[src/rtl/seq_mult_bw.sv]
// seq_mult_bw: iterative signed/unsigned WIDTH x WIDTH multiplier, one partial-product row per clock.
module seq_mult_bw #(
   parameter int WIDTH = 8
) (
   input  logic               clk,
   input  logic               rst_n,
   input  logic               start,
   input  logic               signed_mode,
   input  logic [WIDTH-1:0]   a,
   input  logic [WIDTH-1:0]   b,
   output logic               ready,
   output logic               busy,
   output logic               done,
   output logic [2*WIDTH-1:0] y
);
   localparam int CW = $clog2(WIDTH);
   localparam logic [CW-1:0] LAST = CW'(WIDTH - 1);
   typedef enum logic [1:0] {IDLE, RUN, DONE} state_t;
   state_t state, state_nxt;
   logic [WIDTH-1:0] a_reg, b_reg;
   logic sm_reg;
   logic [CW-1:0] count;
   logic [2*WIDTH-1:0] acc, a_ext, row, acc_nxt;
   logic accept, last;
   assign accept = start && ready;
   assign last = (state == RUN) && (count == LAST);
   // the sign row of a two's-complement multiplier carries negative weight
   assign a_ext = sm_reg ? {{WIDTH{a_reg[WIDTH-1]}}, a_reg} : {{WIDTH{1'b0}}, a_reg};
   assign row = b_reg[count] ? (a_ext << count) : '0;
   assign acc_nxt = (sm_reg && count == LAST) ? acc - row : acc + row;
   always_ff @(posedge clk or negedge rst_n)
      if (!rst_n) state <= IDLE;
      else state <= state_nxt;
   always_comb
      state_nxt = (state == RUN) ? (count == LAST ? DONE : RUN) : (start ? RUN : IDLE);
   always_comb begin
      ready = state != RUN;
      busy = state == RUN;
      done = state == DONE;
   end
   always_ff @(posedge clk or negedge rst_n)
      if (!rst_n) begin
         a_reg <= '0;
         b_reg <= '0;
         sm_reg <= 1'b0;
         acc <= '0;
         count <= '0;
         y <= '0;
      end else if (accept) begin
         a_reg <= a;
         b_reg <= b;
         sm_reg <= signed_mode;
         acc <= '0;
         count <= '0;
      end else if (state == RUN) begin
         acc <= acc_nxt;
         count <= count + 1'b1;
         if (last) y <= acc_nxt;
      end
endmodule

[config.mk]
export PLATFORM = sky130hd
export DESIGN_NAME = seq_mult_bw
export DESIGN_NICKNAME = d
export VERILOG_FILES = /design/src/rtl/seq_mult_bw.sv
export SDC_FILE = /design/constraint.sdc
export NUM_CORES = 1
export LEC_CHECK = 0
export ABC_AREA = 0
export BUFFER_PORTS_ARGS = -buffer_cell sky130_fd_sc_hd__buf_4
export CORE_MARGIN = 10
export CORE_UTILIZATION = 47
export DETAILED_ROUTE_END_ITERATION = 10
export PLACE_DENSITY = 0.66
export SLEW_MARGIN = 20
export SYNTH_ARGS = -nofsm -noshare
export SYNTH_HDL_FRONTEND = slang
export SYNTH_SLANG_ARGS = --single-unit
export TNS_END_PERCENT = 5
[constraint.sdc]
create_clock -name clk -period 5.5 [get_ports clk]
set_input_delay 0.55 -clock clk [delete_from_list [all_inputs] [get_ports clk]]
set_output_delay 0.55 -clock clk [all_outputs]
set_load 0.01 [all_outputs]
; ---- After elaboration in Yosys (flattened, before gate mapping)
; Index checks and enable logic that the tools add are counted.
[op_classes]
n_div = 0
magnitude_cmp = 1
n_addsub = 3
mux = 12
n_reduce_logical = 5
bitwise_logic = 1
n_eq_ne = 4
n_shift = 1
multipliers = 0
[op_table]
columns = cell, count
row1 = 2-to-1 mux 16 bit, 5
row2 = adder 16 bit, 1
row3 = << shifter 16 x 3 -> 16 bit, 1
row4 = subtractor 16 bit, 1
row5 = 2-to-1 mux 3 bit, 2
row6 = < comparator 3 x 4 -> 1 bit (second input constant), 1
row7 = 2-to-1 mux 2 bit, 2
row8 = adder 3 x 1 -> 3 bit (second input constant), 1
row9 = binary-select mux 1 bit (select 3 bit), 1
row10 = equality test 3 bit (second input constant), 1
row11 = logical AND 1 bit, 3
row12 = AND reduction 3 bit, 1
row13 = equality test 2 x 1 -> 1 bit (second input constant), 1
row14 = equality test 2 bit (second input constant), 1
row15 = 2-to-1 mux 1 bit, 2
row16 = != test 2 x 1 -> 1 bit (second input constant), 1
row17 = nonzero test 2 bit, 1
row18 = NOT 1 bit, 1
[totals]
input_bits = 20
memories = 0
rom_bits = 0
wordCells = 34
ram_bits = 0
out_inout_bits = 19
latchBits = 0
ff_bits = 54

; ---- Logic depth before layout (Yosys ltp)
; Gate-level depths: netlist (run 1).
[logic_depth]
word_depth = 7
mapped_depth = 20

; ---- Least setup slack after synthesis (run 1)
; Ideal clock, no wire load.
[synth_path]
path_kind = register -> register
startpoint = reg count[0]
endpoint = reg acc[15]
synth_period_minus_slack_ns = 3.952
t_arrival_ns = 3.828
path_buffers = 3
path_stages_with_launch = 20
setup_slack_ns = 1.548
required_time_ns = 5.376
cell_sequence = dfrtp_1 buf_6 buf_12 mux4_2 nand3_2 o41ai_2 nor4_4 o21ai_0 a21oi_1 xnor2_1 ha_1 clkbuf_1 a21o_1 a21oi_1 nor2_1 a311oi_1 inv_1 o211ai_1 a21oi_1 a211o_1
[synth_via]
elab_chain_cells = 7
[synth_lines]
columns = item, line_no
row1 = start: declaration, 22  ; logic [CW-1:0] count;
row2 = start signal: assignment, 57  ; count <= count + 1'b1;
row3 = binary-select mux 1 bit (select 3 bit), 29  ; assign row = b_reg[count] ? (a_ext << count) : '0;
row4 = 2-to-1 mux 1 bit (not written as such), 29
row5 = 2-to-1 mux 16 bit, 29
row6 = adder 16 bit / subtractor 16 bit (equally long branches), 30  ; assign acc_nxt = (sm_reg && count == LAST) ? acc - row : acc + row;
row7 = 2-to-1 mux 16 bit (*), 30
row8 = 2-to-1 mux 16 bit (*), 55  ; end else if (state == RUN) begin
row9 = 2-to-1 mux 16 bit (*), 49  ; end else if (accept) begin
row10 = end signal: assignment, 56  ; acc <= acc_nxt;
row11 = end: declaration, 23  ; logic [2*WIDTH-1:0] acc, a_ext, row, acc_nxt;
; Mark *: on every way between the ends. The rest lies on a longest branch, timed or not. The select of a mux whose other input is x is not followed.
; A chain may end at the register's enable or synchronous reset.

; ---- Worst setup path after layout (run 1)
[layout_path]
startpoint = reg count[0]
endpoint = reg y[15]
[layout_via]
elab_chain_cells = 5
[layout_lines]
columns = item, line_no
row1 = binary-select mux 1 bit (select 3 bit), 29
row2 = 2-to-1 mux 1 bit (not written as such), 29
row3 = 2-to-1 mux 16 bit, 29
row4 = adder 16 bit / subtractor 16 bit (equally long branches), 30
row5 = 2-to-1 mux 16 bit, 30
row6 = end signal: assignment, 58  ; if (last) y <= acc_nxt;
row7 = end: declaration, 14  ; output logic [2*WIDTH-1:0] y
; Parallel ways exist; a longest one is shown, timed or not. The select of a mux whose other input is x is not followed.

==> metrics.yaml, run 1 <==
htree_levels: 2
antenna_found_initial: 0
rsz0062_at_grt: "no"
cts_resized: 0
slowest_stage: "dfrtp_1"
timing.setup.critical_path_class: "reg2reg"
crit_buf_inv: 1
cts.sinks: 54
r2r_cells: 16
place_congestion: 0.939
antenna_cells: 0
core.rowCount: 32
period_minus_slack_ps: 4710
grt_pass1_wl_um: 15100
cp-end-kind: "flop"
post-route-period-util_pct: 85.6
cts_tree: "done"
setup_viol: 0
fp.dieW_um: 110
grt_max_degree: 55
vias: 3110
ys_types: 65
yosys_register_bits: 54
critPathRequiredTime_ps: 5700
met2_usage_pct: 25.6
grt.total_usage_pct: 15.1
timing.slew.headroom_pct: 53.3
clk_latency_ps: 310
crit_path_max_fanout: 18
synth.avg_cell_area_sq_um: 9.36
port_buffers: 38
async_flop_share_pct: 100
place_hpwl_um: 6770
grt_overflow_total: 0
tns_ps: 0
worst_ep_arrival_time_ps: 4910
cts_hold_buf: 0
drive_gt1_share_pct: 20.3
cts-root-buf: "clkbuf_8"
path_cells: "mux2_2 -> a22oi_1 -> a21oi_1 -> o21ai_0 -> o21ai_0 -> a21oi_1 -> xnor2_1 -> ha_1 -> a21o_1 -> a21oi_1 -> nor2_1 -> a311oi_1 -> inv_1 -> o211ai_1 -> a21oi_1 -> a211o_1"
design.portCount: 39
crit_family: "compound AO/OA/AOI/OAI gates"
drv_slew: 0
hold_class: "in2async"
worstSetupStartpoint: "count[0]"
fmax_mhz: 212
crit_path_frequent_cell: "a21oi_1"
final.fill_count: 727
drtAntennaViolNets: 0
cp-endpoint: "y[15]"
setup_slack_ps: 794
path_clk_slew_ps: 100
initial_core_util_pct: 48.9
synth-edff-count: 0
grt-busiest-layer: "met2"
place_ws_ps: 805
die_h_um: 110
reg.largest.list: "acc: 16 flops, y: 16 flops"
r2r_setup_slack_ps: 790
core_area_sq_um: 7850
slowest_delay_ps: 780
drc: 0
synth_area_sq_um: 3840
skew_ps: 6.45
outcome: "completed"
startpoint_type: "flop"
drt_iter0_markers: 119
fin_nets: 476
synth_fp_nets: 449
routed_wl_um: 8880
detail_route.wl_per_cell_um: 16.4
ys_seq_area_share_pct: 35.2
crit_cells: 16
drtPass1Iterations: 4
worst_slew_pin_slew_ps: 698
syn2layout_area_growth_pct: 11.1
use_met1_pct: 19.2
finalHoldViolations: 0
synthCells: 410
cts_buffers: 5
first_global_vias: 3102
postCtsSetupBuffers: 0
ctsLongestPathBuffers: 2
die_area_sq_um: 12200
vias_per_cell: 5.76
r2r_start: "count[0]"
grtUsageMet3_pct: 2.67
cap_violations: 0
r2r-end: "y[15]"
ys.flop_type: "dfrtp_1"
ys_warn_count: 0
holdWs_ps: 266
## synth_stat cells, types with 2 or more instances
cell / instances / area [sq um]
a211oi_1: 2 / 15.0
a21oi_1: 22 / 110
mux2_2: 23 / 259
mux4_2: 4 / 90.1
buf_2: 3 / 15.0
a211o_1: 3 / 26.3
a22oi_1: 2 / 15.0
or3_1: 3 / 18.8
a311oi_1: 3 / 26.3
o211ai_1: 6 / 45.0
nand3_1: 12 / 60.1
ha_1: 18 / 225
o31a_1: 2 / 17.5
nor2b_1: 8 / 50.1
nor2_1: 17 / 63.8
xor2_1: 9 / 78.8
inv_1: 14 / 52.6
o21ai_0: 36 / 180
o31ai_1: 7 / 52.6
o21a_1: 4 / 30.0
or2_2: 4 / 25.0
nor3_1: 5 / 25.0
dfrtp_1: 54 / 1350
o22ai_1: 2 / 12.5
a31oi_1: 6 / 37.5
and3_1: 4 / 25.0
nor3b_1: 3 / 22.5
clkbuf_1: 16 / 60.1
a21o_1: 3 / 22.5
mux2i_1: 6 / 60.1
xnor2_1: 11 / 96.3
nand2b_1: 5 / 31.3
nand3b_1: 14 / 105
and2_1: 4 / 25.0
o2111a_1: 3 / 33.8
nand2_1: 43 / 161
## how the worst min path moves through the flow
stage,slack [ps],startpoint,to
2_1_floorplan,250,rst_n,a_reg[0]
3_3_place_gp,460,y[1],y[1]
3_5_place_dp,470,y[1],y[1]
4_1_cts,300,rst_n,y[8]
5_1_grt,320,rst_n,y[7]
6_report,270,rst_n,y[6]
## metal layers
metal,part of all wire [%],wire [um],vias up
li1,-,-,1554
met1,46,4090,1485
met2,48,4250,58
met3,3.8,333,13
met4,2.3,206,0
met5,0,0,-
## cell usage in the layout (no fill, tap or decap), drive strengths merged, types with 4 or more instances in the layout
cell type / count
dfrtp: 54
nand2: 43
buf: 42
o21ai: 37
mux2: 24
a21oi: 22
ha: 18
nor2: 17
inv: 14
nand3b: 14
nand3: 13
xnor2: 11
xor2: 9
nor2b: 8
o31ai: 7
mux2i: 7
a31oi: 6
o211ai: 6
clkbuf: 6
nand2b: 5
nor3: 5
or2: 4
and2: 4
o21a: 4
mux4: 4
and3: 4
## layout make-up
class / count / area, sq um / share of cell area [%]
multi-input combinational: 320 / 2320 / 54.5
sequential: 54 / 1350 / 31.7
timing repair buffer: 42 / 315 / 7.39
tap: 102 / 128 / 2.99
clock buffer: 6 / 82.6 / 1.94
inverter: 14 / 52.6 / 1.23
clock inverter: 2 / 12.5 / 0.293
## metrics by stage
stage / instance area (sq um) / util, % / instances
6_report: 4270 / 54.4 / 540
5_1_grt: 4270 / 54.4 / 540
4_1_cts: 4270 / 54.4 / 540
3_5_place_dp: 4170 / 53.2 / 532
3_3_place_gp: 4170 / 53.2 / 532
2_1_floorplan: 3840 / - / 410
## cell families (layout without fill, tap and decap cells)
kind of cell,after synthesis,in the layout,synth area share (%)
mux,35,35,11.4
xor+xnor,20,20,4.56
compound gates,113,113,19.2
fa+ha+maj,19,19,6.39
simple gates,133,133,19.0
buf+inv,36,64,4.24
flops,54,54,35.2
Power of run 1 is left out: the tool's default activity adds up to more than one toggle a clock period on the data nets, which glitch-free logic cannot reach.
==> run 2: changes to the inputs <==
--- a/config.mk
+++ b/config.mk
@@ -5,7 +5,7 @@
 export SDC_FILE = /design/constraint.sdc
 export NUM_CORES = 1
 export LEC_CHECK = 0
-export ABC_AREA = 0
+export ABC_AREA = 1
 export BUFFER_PORTS_ARGS = -buffer_cell sky130_fd_sc_hd__buf_4
 export CORE_MARGIN = 10
 export CORE_UTILIZATION = 47
==> run 2 against run 1 <==
Effect of this change:
- area after synthesis shrank 4.8%
- sequential share of layout area grew 1.1 points
- via count rose by 3.2%
- core utilization fell by 0.46 points
- wire length decreased by 8.0%
- sequential cell count did not move
- critical endpoint is now acc[14]
==> metrics.yaml, run 2 <==
outcome: "completed"
drt_iter0_markers: 90
drtPass1Iterations: 4
synth_top_area_share_pct: 37.0
die_area_sq_um: 11700
drive_gt1_share_pct: 14.3
antenna_cells: 0
worst_ep_arrival_time_ps: 4090
route.met2.wl_um: 4000
htree_levels: 2
routed_wl_um: 8170
synth.avg_cell_area_sq_um: 7.41
drv_slew: 0
finalHoldViolations: 0
postCtsSetupBuffers: 0
synth_fp_nets: 532
antenna_found_initial: 0
yosys.cell_count.top_type: "nand2_1"
grt.total_usage_pct: 14.8
ctsLongestPathBuffers: 2
port_buffers: 38
place_congestion: 0.905
seqCellArea_sq_um: 1350
ys_top_cells_by_count: "153 x nand2_1, 55 x nand3_1, 54 x dfrtp_1"
ys.flop_type: "dfrtp_1"
design.portCount: 39
initial_core_util_pct: 47.8
detail_route.wl_per_cell_um: 13.0
place_hpwl_um: 6410
ys_warn_count: 0
yosysTopAreaCell: "dfrtp_1"
r2r_start: "count[0]"
ys_types: 36
cap_violations: 0
reg.largest.list: "acc: 16 flops, y: 16 flops"
tns_ps: 0
met3_length_um: 289
grt_pass1_wl_um: 14600
path_clk_slew_ps: 100
clk_latency_ps: 320
vias_per_cell: 5.11
cts_tree: "done"
synthCells: 493
drtAntennaViolNets: 0
async_flop_share_pct: 100
grt_max_degree: 55
fp.dieW_um: 108
rsz0062_at_grt: "no"
vias: 3210
final.fill_count: 801
core_area_sq_um: 7650
timing.setup.critical_path_class: "reg2reg"
final_cell_mix: "153 x nand2_1, 55 x nand3_1, 54 x dfrtp_1"
cts_hold_buf: 0
yosys_register_bits: 54
cp-end-kind: "flop"
fin_nets: 564
hold_class: "in2async"
cts.sinks: 54
post-route-period-util_pct: 69.6
fmax_mhz: 261
r2r-end: "acc[14]"
grt_overflow_total: 0
core.rowCount: 32
startpoint_type: "flop"
skew_ps: 12.3
synth_area_sq_um: 3650
drc: 0
multiInputGateArea_sq_um: 2020
cts_buffers: 5
setup_viol: 0
cts-root-buf: "clkbuf_8"
cts_resized: 0
worst_slew_pin_slew_ps: 731
timing.slew.headroom_pct: 51.1
final_common_cell: "nand2_1"
syn2layout_area_growth_pct: 12.8
crit_path_max_fanout: 16
m1WireLength_um: 3750
r2r_cells: 20
first_global_vias: 3230
die_h_um: 108
critPathRequiredTime_ps: 5760
ys_seq_area_share_pct: 37.0
dr.max_layer_used: "met4"
r2r_setup_slack_ps: 1670
synth-edff-count: 0
period_minus_slack_ps: 3830
synth.area.top_cells: "dfrtp_1 37%, nand2_1 16%, nand3_1 7.5%"
run 2: per-stage QoR:
stage | area (sq um) | utilization, % | instances | hold slack, ps | setup WS, ps
6_report | 4120 | 53.9 | 628 | 246 | 1670
2_1_floorplan | 3650 | - | 493 | 254 | 2380
3_3_place_gp | 4000 | 52.3 | 620 | 463 | 1880
4_1_cts | 4120 | 53.9 | 628 | 287 | 1710
3_5_place_dp | 4000 | 52.3 | 620 | 467 | 1720
5_1_grt | 4120 | 53.9 | 628 | 312 | 1200
run 2: worst max-delay path by stage:
stage                         from  depth (start not counted)  endpoint
after CTS                 count[0]                         21   acc[14]
after detailed placement  count[0]                         20     y[14]
after global routing      count[0]                         21     y[14]
after floorplan           count[0]                         25     y[13]
final                     count[0]                         20   acc[14]
after global placement    count[0]                         20     y[14]
run 2: layer usage:
| metal | global-route usage [%] | up-vias |
|---|---|---|
| li1 | - | 1676 |
| met1 | 17.2 | 1468 |
| met2 | 26.9 | 56 |
| met3 | 2.80 | 10 |
| met4 | 4.39 | 0 |
| met5 | 0 | - |
run 2: area by class of cell:
cell class,count,share of cell area (%)
clock inverters,2,0.941
clock buffers,6,2.00
flip-flops and latches,54,32.8
multi-input cells,371,49.1
repair buffers,40,7.28
well taps,102,3.10
inverters,53,4.83
run 2: cell families (layout without fill, tap and decap cells):
logic type / after synthesis / in the layout / synth area share (%)
XOR/XNOR: 22 / 22 / 5.27
buffers and inverters: 68 / 101 / 7.64
AO/OA/AOI/OAI: 64 / 64 / 9.90
adder cells (fa/ha/maj): 19 / 19 / 6.71
flip-flops: 54 / 54 / 37.0
multiplexers: 12 / 12 / 3.70
AND/OR/NAND/NOR: 254 / 254 / 29.8
run 2: worst max-delay path: stages (launching register included):
cell and delay (ps):
dfrtp_1 650, inv_2 220, nand2_1 110, nand3_1 60, nand2_1 150, nand2_1 110, nand2_4 170, nand2_1 150
nand2_1 140, o21ai_0 140, xnor2_1 190, ha_1 350, nand2_1 80, o21ai_0 240, a21oi_1 100, o21ai_0 290
nand3_1 140, o21bai_1 200, nor2_1 70, nand3b_1 150, nand2_1 80
Power of run 2 is left out for the same reason.
==> run 3: changes to the inputs <==
--- a/config.mk
+++ b/config.mk
@@ -10,7 +10,7 @@
 export CORE_MARGIN = 10
 export CORE_UTILIZATION = 47
 export DETAILED_ROUTE_END_ITERATION = 10
-export PLACE_DENSITY = 0.66
+export PLACE_DENSITY = 0.69
 export SLEW_MARGIN = 20
 export SYNTH_ARGS = -nofsm -noshare
 export SYNTH_HDL_FRONTEND = slang
==> constraint.sdc (replaced) <==
create_clock -name clk -period 3.22 [get_ports clk]
set_input_delay 0.322 -clock clk [delete_from_list [all_inputs] [get_ports clk]]
set_output_delay 0.322 -clock clk [all_outputs]
set_load 0.01 [all_outputs]
==> run 3 against run 2 <==
Effect of this change:
- sequential cell count unchanged
- setup slack worse by 1700 ps
- critical path type unchanged
- largest cell class unchanged
- the flow now finishes with violations (negative setup slack)
- register-to-register slack lost 1700 ps
- design area rose by 25%
- wire length rose by 25%
- clock skew shrank 0.90 ps
- global-route usage grew 0.89 points
- count of clock-buffer cells in the layout did not move
- fmax is 18% higher
==> metrics.yaml, run 3 (same netlist as run 2, synthesis figures left out) <==
timing.slew.headroom_pct: 50.9
grt.total_usage_pct: 15.7
tns_ps: -16.3
fin_nets: 627
initial_core_util_pct: 47.8
finalHoldViolations: 0
reg.largest.list: "acc: 16 flops, y: 16 flops"
r2r_start: "count[0]"
worstSetupStartpoint: "count[0]"
cts_hold_buf: 0
r2r_cells: 24
setup_viol: 2
design.portCount: 39
startpoint_type: "flop"
vias_per_cell: 5.26
cts.sinks: 54
grt_max_degree: 55
hold_class: "in2async"
cts_tree: "done"
fp.dieW_um: 108
final_cell_area_sq_um: 5160
die_area_sq_um: 11700
place_hpwl_um: 6890
syn2layout_area_growth_pct: 41.4
skew_ps: 11.4
port_buffers: 38
postPlaceCellArea_sq_um: 4320
first_global_vias: 3447
rsz0062_at_grt: "yes"
cp-endpoint: "y[13]"
antenna_found_initial: 0
crit_path_frequent_cell: "nand2_2"
die_h_um: 108
holdWs_ps: 25.3
drc: 0
fmax_mhz: 309
core_area_sq_um: 7650
final.fill_count: 623
cap_violations: 0
place_congestion: 0.898
grt_pass1_wl_um: 15400
routed_wl_um: 10200
setup_slack_ps: -14.5
core.rowCount: 32
outcome: "finished with violations"
timing.setup.critical_path_class: "reg2reg"
post-route-period-util_pct: 100
worst_slew_pin_slew_ps: 734
cp-end-kind: "flop"
cts_buffers: 5
critPathRequiredTime_ps: 3430
path_clk_slew_ps: 110
vias: 3636
r2r_setup_slack_ps: -10
detail_route.wl_per_cell_um: 14.7
slowest_delay_ps: 480
r2r-end: "y[13]"
failed_checks: "negative setup slack"
final_cell_mix: "119 x nand2_1, 91 x buf_4, 53 x dfrtp_1"
clk_latency_ps: 320
drv_slew: 0
drt_iter0_markers: 174
cts-root-buf: "clkbuf_8"
period_minus_slack_ps: 3230
slowest_stage: "dfrtp_2"
path_cells: "clkinv_4 -> buf_4 -> nand2_2 -> nand3_2 -> nand3_1 -> nand2_2 -> nand2_4 -> nand2_2 -> nor2_2 -> nand2_2 -> nor2_2 -> nand2_1 -> nand2_2 -> xor2_1 -> inv_1 -> ha_4 -> nand2_2 -> nand2_2 -> a31oi_4 -> nand3_2 -> a21o_1 -> or2_4 -> nand3_2 -> nand2_1"
drtAntennaViolNets: 0
final_common_cell: "nand2_1"
ctsLongestPathBuffers: 2
worst_ep_arrival_time_ps: 3450
drive_gt1_share_pct: 39.6
htree_levels: 2
drtPass1Iterations: 5
antenna_cells: 0
crit_path_max_fanout: 6
grt_overflow_total: 0
-- run 3: through the flow --
stage	worst slack (ps)	utilization, %	instances
6_report	-14.5	67.5	691
4_1_cts	-10.7	60.7	681
5_1_grt	-226	67.5	691
3_3_place_gp	-36.5	56.5	663
3_5_place_dp	-203	56.5	663
2_1_floorplan	95.6	-	493
-- run 3: what timing repair did --
| item | 4_1_cts | 5_1_grt |
|---|---|---|
| setup endpoints to repair | 13 | 20 |
| pin swaps | 15 | 47 |
| resized for setup | 28 | 109 |
| buffers inserted | 10 | 9 |
| cloned | 0 | 1 |
-- run 3: worst min path at each step --
stage                     start        to  slack, ps
after floorplan           rst_n  a_reg[0]         30
after global placement    rst_n      y[7]        400
after detailed placement  rst_n      y[7]        410
after CTS                 rst_n  count[1]         60
after global routing      rst_n      y[7]         90
final                     rst_n      y[8]         30
-- run 3: critical path, delay by kind of cell (launching register included) --
family,cells,cell delay (ps)
simple gates,17,1550
flops,1,480
compound gates,2,370
buf+inv,3,350
fa+ha+maj,1,240
xor+xnor,1,140
-- run 3: metal layers --
layer | track usage (%) | share of wire [%] | vias up
met3 | 2.80 | 5.2 | 22
li1 | - | - | 1794
met1 | 18.4 | 40 | 1718
met4 | 4.48 | 2.7 | 0
met2 | 28.4 | 52 | 102
met5 | 0 | 0 | -
-- run 3: cell type report --
| class | instances | area, sq um | share of cell area (%) |
|---|---|---|---|
| inverter | 53 | 204 | 3.95 |
| sequential | 54 | 1350 | 26.2 |
| multi-input combinational | 371 | 2540 | 49.2 |
| timing repair buffer | 102 | 811 | 15.7 |
| timing repair inverter | 1 | 5.00 | 0.0969 |
| tap | 102 | 128 | 2.47 |
| clock buffer | 6 | 82.6 | 1.60 |
| clock inverter | 2 | 38.8 | 0.751 |
Power of run 3 is left out for the same reason.
